==> config.mk <==
export PLATFORM = sky130hd
export DESIGN_NAME = raster_coord_gen
export DESIGN_NICKNAME = d
export VERILOG_FILES = /design/src/rtl/raster_pkg.sv /design/src/rtl/raster_wrap_counter.sv /design/src/rtl/raster_coord_gen.sv
export SDC_FILE = /design/constraint.sdc
export NUM_CORES = 1
export LEC_CHECK = 0
export ABC_AREA = 1
export BUFFER_PORTS_ARGS = -buffer_cell sky130_fd_sc_hd__buf_2
export CELL_PAD_IN_SITES_DETAIL_PLACEMENT = 1
export CELL_PAD_IN_SITES_GLOBAL_PLACEMENT = 1
export CORE_MARGIN = 2
export CORE_UTILIZATION = 32
export DETAILED_ROUTE_END_ITERATION = 16
export PLACE_DENSITY = 0.67
export SLEW_MARGIN = 5
export SYNTH_ARGS = -nofsm -noshare
export SYNTH_HDL_FRONTEND = slang
export SYNTH_SLANG_ARGS = --single-unit
==> constraint.sdc <==
create_clock -name clk_i -period 5.9 [get_ports clk_i]
set_input_delay 1.18 -clock clk_i [delete_from_list [all_inputs] [get_ports clk_i]]
set_output_delay 1.18 -clock clk_i [all_outputs]
set_load 0.005 [all_outputs]
==> src/rtl/raster_pkg.sv <==
// Shared definitions for the raster coordinate generator and the projection math block.
package raster_pkg;

  localparam int unsigned COORD_W_DEFAULT = 12;

  // Two-state controller encoding
  typedef logic [0:0] state_t;
  localparam state_t StIdle = 1'b0;
  localparam state_t StRun  = 1'b1;

  function automatic logic ppc_legal(input int unsigned ppc);
    return (ppc == 1) || (ppc == 2) || (ppc == 4);
  endfunction

  // PPC is a power of two, so the width-multiple test is a mask of the low bits
  function automatic logic cfg_legal(input int unsigned width,
                                     input int unsigned height,
                                     input int unsigned ppc,
                                     input int unsigned max_width,
                                     input int unsigned max_height);
    return ppc_legal(ppc) && (width >= ppc) && (width <= max_width) &&
           ((width & (ppc - 1)) == 0) && (height >= 1) && (height <= max_height);
  endfunction

endpackage

==> src/rtl/raster_wrap_counter.sv <==
// Modular counter: load clears to zero and latches the limit, advance steps or wraps.
// at_limit_o is registered alongside the value so downstream flags need no compare.
module raster_wrap_counter #(
  parameter int unsigned Width = 12,
  parameter int unsigned Step  = 1
) (
  input  logic             clk_i,
  input  logic             reset_i,
  input  logic             load_i,
  input  logic             adv_i,
  input  logic [Width-1:0] limit_i,
  output logic [Width-1:0] value_o,
  output logic             at_limit_o
);

  logic [Width-1:0] value_q, value_d;
  logic [Width-1:0] limit_q, limit_d;
  logic             at_limit_q, at_limit_d;
  logic [Width-1:0] step_val;

  assign step_val = value_q + Width'(Step);

  // Next value: load has priority over advance
  always_comb begin
    value_d    = value_q;
    limit_d    = limit_q;
    at_limit_d = at_limit_q;
    if (load_i) begin
      value_d    = '0;
      limit_d    = limit_i;
      at_limit_d = (limit_i == '0);
    end else if (adv_i) begin
      if (at_limit_q) begin
        value_d    = '0;
        at_limit_d = (limit_q == '0);
      end else begin
        value_d    = step_val;
        at_limit_d = (step_val == limit_q);
      end
    end
  end

  // State registers
  always_ff @(posedge clk_i) begin
    if (reset_i) begin
      value_q    <= '0;
      limit_q    <= '0;
      at_limit_q <= 1'b0;
    end else begin
      value_q    <= value_d;
      limit_q    <= limit_d;
      at_limit_q <= at_limit_d;
    end
  end

  assign value_o    = value_q;
  assign at_limit_o = at_limit_q;

endmodule

==> src/rtl/raster_coord_gen.sv <==
// Raster coordinate generator: walks a frame in scan order over valid/ready.
// Optional RASTER_FRAME_COUNT_EN adds a 16-bit completed-frame counter output.
module raster_coord_gen
  import raster_pkg::*;
#(
  parameter int unsigned MAX_WIDTH  = 1920,
  parameter int unsigned MAX_HEIGHT = 1080,
  parameter int unsigned PPC        = 1,
  parameter int unsigned COORD_W    = COORD_W_DEFAULT
) (
  input  logic               clk_i,
  input  logic               reset_i,
  input  logic [COORD_W-1:0] cfg_width_i,
  input  logic [COORD_W-1:0] cfg_height_i,
  input  logic               continuous_i,
  input  logic               frame_start_i,
  input  logic               abort_i,
  output logic               coord_valid_o,
  input  logic               coord_ready_i,
  output logic [COORD_W-1:0] coord_x_o,
  output logic [COORD_W-1:0] coord_y_o,
  output logic               coord_sof_o,
  output logic               coord_eol_o,
  output logic               coord_eof_o,
  output logic               busy_o,
`ifdef RASTER_FRAME_COUNT_EN
  output logic [15:0]        frame_count_o,
`endif
  output logic               cfg_error_o
);

  state_t state_q, state_d;
  logic   err_q, err_d;
  logic   sof_q, sof_d;
  logic   load, adv, frame_done;
  logic   cfg_ok, xfer;
  logic   x_at_limit, y_at_limit;
  logic   [COORD_W-1:0] x_limit, y_limit;

  assign cfg_ok  = cfg_legal(32'(cfg_width_i), 32'(cfg_height_i), PPC, MAX_WIDTH, MAX_HEIGHT);
  assign x_limit = cfg_width_i - COORD_W'(PPC);
  assign y_limit = cfg_height_i - COORD_W'(1);
  assign xfer    = (state_q == StRun) && coord_ready_i;

  // Controller: abort beats launch and the EOF transfer
  always_comb begin
    state_d    = state_q;
    err_d      = err_q;
    load       = 1'b0;
    adv        = 1'b0;
    frame_done = 1'b0;
    if (abort_i) begin
      state_d = StIdle;
    end else if (state_q == StIdle) begin
      if (frame_start_i) begin
        if (cfg_ok) begin
          load    = 1'b1;
          err_d   = 1'b0;
          state_d = StRun;
        end else begin
          err_d = 1'b1;
        end
      end
    end else if (xfer) begin
      if (x_at_limit && y_at_limit) begin
        frame_done = 1'b1;
        if (continuous_i && cfg_ok) begin
          load  = 1'b1;
          err_d = 1'b0;
        end else begin
          err_d   = err_q | continuous_i;
          state_d = StIdle;
        end
      end else begin
        adv = 1'b1;
      end
    end
  end

  // Start-of-frame flag: set on every launch, cleared by the first transfer
  always_comb begin
    sof_d = sof_q;
    if (load) begin
      sof_d = 1'b1;
    end else if (xfer && !abort_i) begin
      sof_d = 1'b0;
    end
  end

  // Controller state registers
  always_ff @(posedge clk_i) begin
    if (reset_i) begin
      state_q <= StIdle;
      err_q   <= 1'b0;
      sof_q   <= 1'b0;
    end else begin
      state_q <= state_d;
      err_q   <= err_d;
      sof_q   <= sof_d;
    end
  end

  raster_wrap_counter #(
    .Width (COORD_W),
    .Step  (PPC)
  ) u_x_cnt (
    .clk_i      (clk_i),
    .reset_i    (reset_i),
    .load_i     (load),
    .adv_i      (adv),
    .limit_i    (x_limit),
    .value_o    (coord_x_o),
    .at_limit_o (x_at_limit)
  );

  raster_wrap_counter #(
    .Width (COORD_W),
    .Step  (1)
  ) u_y_cnt (
    .clk_i      (clk_i),
    .reset_i    (reset_i),
    .load_i     (load),
    .adv_i      (adv && x_at_limit),
    .limit_i    (y_limit),
    .value_o    (coord_y_o),
    .at_limit_o (y_at_limit)
  );

`ifdef RASTER_FRAME_COUNT_EN
  logic [15:0] frame_count_q;

  // Completed-frame counter; wraps naturally at 16 bits
  always_ff @(posedge clk_i) begin
    if (reset_i) begin
      frame_count_q <= '0;
    end else if (frame_done) begin
      frame_count_q <= frame_count_q + 16'd1;
    end
  end

  assign frame_count_o = frame_count_q;
`endif

  assign coord_valid_o = (state_q == StRun);
  assign busy_o        = (state_q == StRun);
  assign coord_sof_o   = sof_q;
  assign coord_eol_o   = x_at_limit;
  assign coord_eof_o   = x_at_limit && y_at_limit;
  assign cfg_error_o   = err_q;

endmodule

Word-level counts from Yosys, hierarchy flattened
Cells that the tools add are included.
{"block": "classes", "addsub": 4, "n_lt_le_gt_ge": 4, "eq_ne": 4, "muxes": 30, "bitwise_logic": 2, "n_reduce_logical": 20}
{"op": "12-bit zero test", "count": 4}
{"op": "1-bit 2-to-1 mux", "count": 28}
{"op": "12-bit by 1-bit adder with 12-bit output (second input constant)", "count": 2}
{"op": "12-bit == test", "count": 2}
{"op": "12-bit by 1-bit >= comparator with 1-bit output (second input constant)", "count": 2}
{"op": "12-bit by 11-bit less-or-equal comparator with 1-bit output (second input constant)", "count": 2}
{"op": "12-bit 2-to-1 mux", "count": 2}
{"op": "12-bit by 1-bit subtractor with 12-bit output (second input constant)", "count": 2}
{"op": "1-bit logical AND", "count": 8}
{"op": "2-bit nonzero test", "count": 4}
{"op": "4-bit AND reduction", "count": 1}
{"op": "2-bit OR reduction", "count": 2}
{"op": "2-bit by 1-bit != test with 1-bit output (second input constant)", "count": 1}
{"op": "2-bit != test (second input constant)", "count": 1}
{"op": "1-bit zero test", "count": 1}
{"op": "1-bit NOT", "count": 1}
{"op": "1-bit bitwise OR", "count": 1}
{"block": "word_totals", "reg_bits": 53, "input_bits": 30, "output_inout_bits": 30, "word_cells": 73}

Depth between registers and ports, before layout
Gate-level depths: netlist of the first run.
{"block": "depth", "word_depth": 11, "ltp_mapped": 15, "mapped_depth_nobuf": 14}

Cells and area by module
From an unflattened synthesis of the first run, not the netlist that was laid out.
{"block": "hier_totals", "hier_cells": 622, "area_unflattened_um2": 3776.1}
{"mod": "raster_wrap_counter", "n_inst": 2, "cells_per_inst": 248, "area_each_um2": 1496.4, "seq_area_each_um2": 500.5}
{"mod": "raster_coord_gen", "n_inst": 1, "cells_per_inst": 126, "area_each_um2": 783.3, "seq_area_each_um2": 60.1}

Worst setup path after synthesis of the first run
No wires, ideal clock.
{"block": "synth_path", "path_kind": "input -> register", "from": "input cfg_width_i[1]", "to": "register u_y_cnt.at_limit_q, in the netlist u_y_cnt.at_limit_o", "setup_time_ns": 0.116, "arrival_time_ns": 2.544, "required_ns": 5.784, "setup_slack_ns": 3.240, "path_stages": 12, "cell_sequence": "inv_1 -> ha_1 -> nand2_1 -> nor2_2 -> nand3_2 -> nand3b_1 -> nand4_2 -> nor2_2 -> buf_6 -> or2_2 -> inv_1 -> a21oi_1"}
{"block": "synth_between", "elab_chain_cells": 11}
{"element": "start, declared", "line_no": "raster_coord_gen.sv:13", "text": "input logic [COORD_W-1:0] cfg_width_i,"}
{"element": "12-bit by 1-bit >= comparator with 1-bit output / 12-bit by 11-bit less-or-equal comparator with 1-bit output (equally long branches)", "line_no": "raster_pkg.sv:21", "text": "return ppc_legal(ppc) && (width >= ppc) && (width <= max_width) &&"}
{"element": "1-bit logical AND (*)", "line_no": "raster_pkg.sv:21"}
{"element": "1-bit logical AND (*) (2 in a row)", "line_no": "raster_pkg.sv:22", "text": "((width & (ppc - 1)) == 0) && (height >= 1) && (height <= max_height);"}
{"element": "1-bit logical AND", "line_no": "raster_coord_gen.sv:67", "text": "if (continuous_i && cfg_ok) begin"}
{"element": "1-bit 2-to-1 mux", "line_no": "raster_coord_gen.sv:67"}
{"element": "1-bit 2-to-1 mux", "line_no": "raster_coord_gen.sv:65", "text": "if (x_at_limit && y_at_limit) begin"}
{"element": "1-bit 2-to-1 mux", "line_no": "raster_coord_gen.sv:64", "text": "end else if (xfer) begin"}
{"element": "1-bit 2-to-1 mux (*)", "line_no": "raster_coord_gen.sv:54", "text": "end else if (state_q == StIdle) begin"}
{"element": "1-bit 2-to-1 mux (*)", "line_no": "raster_coord_gen.sv:52", "text": "if (abort_i) begin"}
{"element": "1-bit 2-to-1 mux / 2-bit nonzero test (equally long branches)"}
{"element": "end signal, assigned", "line_no": "raster_wrap_counter.sv:52", "text": "at_limit_q <= at_limit_d;"}
{"element": "end, declared", "line_no": "raster_wrap_counter.sv:18", "text": "logic at_limit_q, at_limit_d;"}
Every way passes the cells marked *; elsewhere a longest branch is shown, timed or not.
A chain may end at the register's enable or synchronous reset.

Worst setup path in the final report of the first run
{"block": "layout_path", "from": "input cfg_width_i[0]", "to": "register u_x_cnt.value_q[0], in the netlist u_x_cnt.value_o[0]"}
{"block": "layout_between", "elab_chain_cells": 11}
{"element": "12-bit by 1-bit >= comparator with 1-bit output / 12-bit by 11-bit less-or-equal comparator with 1-bit output (equally long branches)", "line_no": "raster_pkg.sv:21"}
{"element": "1-bit logical AND (*)", "line_no": "raster_pkg.sv:21"}
{"element": "1-bit logical AND (*) (2 in a row)", "line_no": "raster_pkg.sv:22"}
{"element": "1-bit logical AND", "line_no": "raster_coord_gen.sv:67"}
{"element": "1-bit 2-to-1 mux", "line_no": "raster_coord_gen.sv:67"}
{"element": "1-bit 2-to-1 mux", "line_no": "raster_coord_gen.sv:65"}
{"element": "1-bit 2-to-1 mux", "line_no": "raster_coord_gen.sv:64"}
{"element": "1-bit 2-to-1 mux (*)", "line_no": "raster_coord_gen.sv:54"}
{"element": "1-bit 2-to-1 mux (*)", "line_no": "raster_coord_gen.sv:52"}
{"element": "2-bit OR reduction (no source line) (*)"}
{"element": "end signal, assigned", "line_no": "raster_wrap_counter.sv:50", "text": "value_q <= value_d;"}
{"element": "end, declared", "line_no": "raster_wrap_counter.sv:16", "text": "logic [Width-1:0] value_q, value_d;"}
Marked as above.

==> results of run 1 <==
[worst max-delay path by stage]
stage | end | slack, ns | cells after the start
detailed placement | u_y_cnt.value_o[2] | 2.02 | 12
global route | u_x_cnt.value_o[2] | 2.12 | 12
floorplan | u_y_cnt.at_limit_o | 3.24 | 12
CTS | u_y_cnt.value_o[2] | 2.39 | 12
finish | u_x_cnt.value_o[0] | 2.44 | 12
global placement | u_x_cnt.value_o[0] | 2.17 | 12
[state kept, by name (all words and copies together), names as in the netlist, named ones only]
name and cells:
coord_sof_o 1, u_y_cnt.at_limit_o 1, u_x_cnt.at_limit_o 1, u_y_cnt.limit_q 12
busy_o 1, u_x_cnt.value_o 12, u_x_cnt.limit_q 12, u_y_cnt.value_o 12
[cells in the mapped netlist, drive strengths merged]
master	instances	share of area (%)
o211ai	1	0.21
o21bai	1	0.21
a211oi	1	0.21
inv	84	9.0
a31oi	1	0.18
nand3	53	7.6
nand3b	2	0.42
buf	8	2.1
xor2	22	5.4
a21oi	47	6.7
or2	5	0.88
o21ai	27	4.1
o31ai	1	0.21
xnor3	1	0.63
and3	1	0.18
a22oi	2	0.42
dfxtp	53	30
nand4	15	2.8
clkbuf	7	0.77
nor3	10	1.4
nor2	69	7.4
xnor2	5	1.2
ha	7	2.5
a21o	1	0.21
nand2	142	15
nor4	1	0.18
[metrics by stage]
step,instance area [µm²],setup WS (ns)
CTS,4040,2.39
global placement,3930,2.17
finish,4040,2.44
detailed placement,3930,2.02
global route,4040,2.12
floorplan,3560,3.24
[worst max-delay path, cell delays in order]
cell and delay (ns):
buf_2 0.12, inv_1 0.09, ha_1 0.19, nand2_1 0.07, nor2_2 0.16, nand3_2 0.12, nand3_1 0.11, nand4_2 0.15
nor2_2 0.82, inv_6 0.22, nand2_4 0.33, a211oi_1 0.08
[power by group]
part	switching [W]	internal (W)	leakage, nW
clock network	0.000129	0.000139	0.0585
logic	0.0000459	0.0000264	1.29
registers	0.00000364	0.000362	0.428
[cell type report]
type | count | share of cell area, %
multi-input cells | 415 | 51.3
inverters | 84 | 7.92
clock inverters | 1 | 0.743
well taps | 140 | 4.33
flip-flops and latches | 53 | 26.2
clock buffers | 7 | 2.14
repair buffers | 59 | 7.30
[cell families (layout without fill, tap and decap cells)]
logic type / count (synthesis) / after routing / share of synthesized area [%]
compound gates: 82 / 82 / 12.5
xor+xnor: 28 / 28 / 7.28
fa+ha+maj: 7 / 7 / 2.46
buf+inv: 99 / 151 / 11.9
flops: 53 / 53 / 29.8
simple gates: 298 / 298 / 36.1
[routing by layer]
layer  up-vias  track usage (%)
li1       1910                -
met1      1666             26.0
met2        50             29.0
met3         5             3.02
met4         0             4.43
met5         -                0
==> results.ini, run 1 <==
[power_and_ir_drop]
pwr_density_cell_mw_per_mm2 = 175
p_leak_nw = 1.78
power_w = 0.000706
max-vdd-ir-drop_mv = 0.0845

[cts]
postCtsSetupBuffers = 0
cts_sinks = 53
cts_buffers = 5
clock_latency_ns = 0.32
hold_buffers = 0
cts_root_buf = clkbuf_8
cts_resized = 0
htree_levels = 2
clockBufferDepth = 2
clk_pin_slew_ns = 0.10
tritoncts = yes

[route]
ant_nets = 0
routedWlPerCell_um = 13.5
drc = 0
wl_met1_um = 5390
dr_wl_met2_um = 4490
drt-initial-drc-count = 108
via_per_inst = 4.78
vias = 3631
route.met3.wl_um = 291
first_pass_iters = 4
top_layer_used = met4
routed_wl_um = 10300

[worst_setup_path]
rr_endpoint = u_x_cnt.value_o[0]
reg2reg_depth = 8
reg2reg_from = u_x_cnt.at_limit_o
crit_type = primary input to register
worstPathMaxFanout = 29
crit_arrival_ns = 3.66
required_ns = 6.10
critPathLaunch = cfg_width_i[0]
r2r_slack_ns = 3.32
endpoint_kind = register
startpoint_type = primary input

[min_path]
holdPathEnd = coord_sof_o
hp-class = register to register
holdPathStages = 2
hold_start = coord_sof_o

[grt]
grt_pass1_vias = 3655
grt.overflow.total = 0
grt_usage_pct = 18.3
antenna_found_initial = 0
grt_pass1_wl_um = 17500
grt_max_degree = 30

[timing]
max_freq_mhz = 289
fin_hold_ws_ns = 0.474
tns_ns = 0
final-hold-violation-count = 0
period_share_pct = 58.6
fin_skew_ns = 0.00583
timing.slew.headroom_pct = 29.8
rsz0062_at_grt = false
slew_violations = 0
worstMarginPinSlew_ns = 1.05
period_needed_ns = 3.46
finalSetupViolCount = 0

[logic_synthesis]
ys_seq_area_share_pct = 29.8
ys_ff_latch = 53
synthesis.nets = 604
synth_warnings = 0
syn_area_per_cell_um2 = 6.27
synth_cell_types = 39
synthCells = 567
netlist_area_mm2 = 0.00356

[job]
drv_cap = 0

[placed_design]
place_congestion = 0.831
place_hpwl_um = 8050
io_buffers = 59
place_inst = 751

[finish]
num_antenna_cells = 0
layout.cells.non_filler = 759
area.growth.synth_to_final_pct = 13.6
final_common_cell = nand2_1
drive_above_1_share_pct = 12.9
layout_common_cells = nand2_1 (141), inv_1 (82), nor2_1 (67)
utilization_pct = 37.3
ff_latch_area_mm2 = 0.00106
layout.nets = 655
fill_cells = 1453
multiInputGateArea_mm2 = 0.00207

[die]
start_util_pct = 32.8
io_pins = 60
die_area_mm2 = 0.0120
core_area_mm2 = 0.0108
num_rows = 38
die_w_um = 109
die_h_um = 109

[status]
status = complete, no violations

(Power assumes the default switching activity.)
==> run 2: changes to the inputs <==
- clock period: 5.9 -> 3.4 ns (I/O delays scaled with it)
==> run 2 against run 1 <==
  * Die area is the same
  * Routed wire length decreased by 2.6%
  * Worst hold slack got worse by 0.0024 ns
  * Sequential power is 73% higher
  * Register-to-register slack worse by 2.3 ns
  * Clock power grew 62%
  * Clock skew fell by 0.0020 ns
  * Count of clock-buffer cells in the layout shrank 2
  * Sequential share of layout area down 0.16 points
  * Cell count grew 0.53%
  * Via count up 0.47%
  * Critical path type is now register to register
  * Largest power group unchanged
==> results.ini, run 2 (same netlist as run 1, synthesis figures left out) <==
[worst_setup_path]
startpoint_type = register
endpoint_kind = register
crit_arrival_ns = 2.61  ; -1.05 ns
crit_type = register to register
worstPathMaxFanout = 19  ; -34%
required_ns = 3.66  ; -2.44 ns

[grt]
grt.overflow.total = 0  ; unchanged
grt_usage_pct = 18.0  ; -0.36 points
grt_max_degree = 28  ; -6.7%
grt_pass1_wl_um = 17200  ; -1.7%
antenna_found_initial = 0  ; unchanged
grt_pass1_vias = 3529  ; -3.4%

[route]
ant_nets = 0  ; unchanged
drc = 0  ; unchanged
vias = 3648  ; +0.47%
first_pass_iters = 4  ; unchanged
drt-initial-drc-count = 132  ; +22%
routedWlPerCell_um = 13.1  ; -3.1%
via_per_inst = 4.78  ; about the same
routed_wl_um = 10000  ; -2.6%

[timing]
final-hold-violation-count = 0  ; unchanged
tns_ns = 0  ; unchanged
fin_skew_ns = 0.00381  ; -0.00202 ns
period_needed_ns = 2.35
worstMarginPinSlew_ns = 0.545  ; -0.508 ns
period_share_pct = 69.2
slew_violations = 0  ; unchanged
finalSetupViolCount = 0  ; unchanged
max_freq_mhz = 425
timing.slew.headroom_pct = 63.6  ; +34 points
rsz0062_at_grt = false

[placed_design]
place_hpwl_um = 8050  ; about the same
place_congestion = 0.819  ; -1.4%
io_buffers = 59  ; unchanged

[die]
core_area_mm2 = 0.0108  ; unchanged
die_w_um = 109  ; unchanged
num_rows = 38  ; unchanged
start_util_pct = 32.8  ; unchanged
die_area_mm2 = 0.0120  ; unchanged
die_h_um = 109  ; unchanged
io_pins = 60  ; unchanged

[cts]
cts_root_buf = clkbuf_8
cts_buffers = 5  ; unchanged
cts_sinks = 53  ; unchanged
hold_buffers = 0  ; unchanged
clk_pin_slew_ns = 0.09  ; about the same
postCtsSetupBuffers = 0  ; unchanged
tritoncts = yes
cts_resized = 0  ; unchanged
htree_levels = 2  ; unchanged
clock_latency_ns = 0.32  ; about the same
clockBufferDepth = 2  ; unchanged

[finish]
num_antenna_cells = 0  ; unchanged
final_common_cell = nand2_1
drive_above_1_share_pct = 13.6  ; +0.72 points
area.growth.synth_to_final_pct = 14.4
utilization_pct = 37.5  ; +0.23 points
layout.nets = 660  ; +0.76%
layout_common_cells = nand2_1 (141), inv_1 (82), nor2_1 (67)
fill_cells = 1467  ; +0.96%

[min_path]
hp-class = register to register

[power_and_ir_drop]
max-vdd-ir-drop_mv = 0.142  ; +68%
pwr_density_cell_mw_per_mm2 = 294  ; +68%
p_leak_nw = 1.80  ; +1.2%

[status]
status = complete, no violations

[job]
drv_cap = 0  ; unchanged

run 2: cell count changes in the layout (fill, tap and decap cells not counted), sizes merged:
| cell | before | now |
|---|---|---|
| buf | 59 | 64 |
| clkbuf | 7 | 5 |
| clkinv | 0 | 1 |
run 2: worst max-delay path, stage by stage (launching register included):
cell	delay [ns]
dfxtp_1	0.46
nand2_1	0.08
nor2_1	0.22
nand2_1	0.39
inv_1	0.15
nand2_1	0.06
buf_4	0.20
nor3_1	0.23
nand4_1	0.15
nor2_1	0.13
nand2_1	0.08
a21oi_1	0.12
run 2: worst paths after layout:
| path | start | endpoint | slack, ns | cells past startpoint |
|---|---|---|---|---|
| max | busy_o | u_y_cnt.at_limit_o | 1.05 | 11 |
| min | coord_sof_o | coord_sof_o | 0.47 | 2 |
| max reg2reg | busy_o | u_y_cnt.at_limit_o | 1.05 | 11 |
| min reg2reg | coord_sof_o | coord_sof_o | 0.47 | 2 |
run 2: area by class of cell:
class	instances	area (µm²)	share of cell area, %
tap	140	175	4.31
multi-input combinational	415	2070	51.0
inverter	84	320	7.87
clock buffer	5	68.8	1.69
timing repair buffer	64	333	8.18
sequential	53	1060	26.1
clock inverter	2	35.0	0.861
run 2: report_power, final:
part	internal, W	switching, W	leakage (nW)
logic	0.0000470	0.0000788	1.32
clock network	0.000215	0.000220	0.0540
registers	0.000629	0.00000643	0.428
total	0.000890	0.000305	1.80
run 2: layer usage:
layer / vias up / wire length [µm] / global-route usage [%]
met1: 1664 / 5330 / 26.2
li1: 1925 / - / -
met5: - / 0 / 0
met2: 52 / 4220 / 27.5
met3: 7 / 333 / 2.79
met4: 0 / 116 / 4.61
run 2: per-stage QoR:
step	power, W	setup WS [ns]	hold WS (ns)	instances	instance area (µm²)
3_3_place_gp	0.000773	0.857	0.462	756	3960
6_report	0.00119	1.05	0.472	763	4070
2_1_floorplan	0.000728	1.24	0.445	567	3560
5_1_grt	0.00125	0.731	0.489	763	4070
3_5_place_dp	0.000776	0.762	0.457	756	3960
4_1_cts	0.00121	1.06	0.473	763	4070
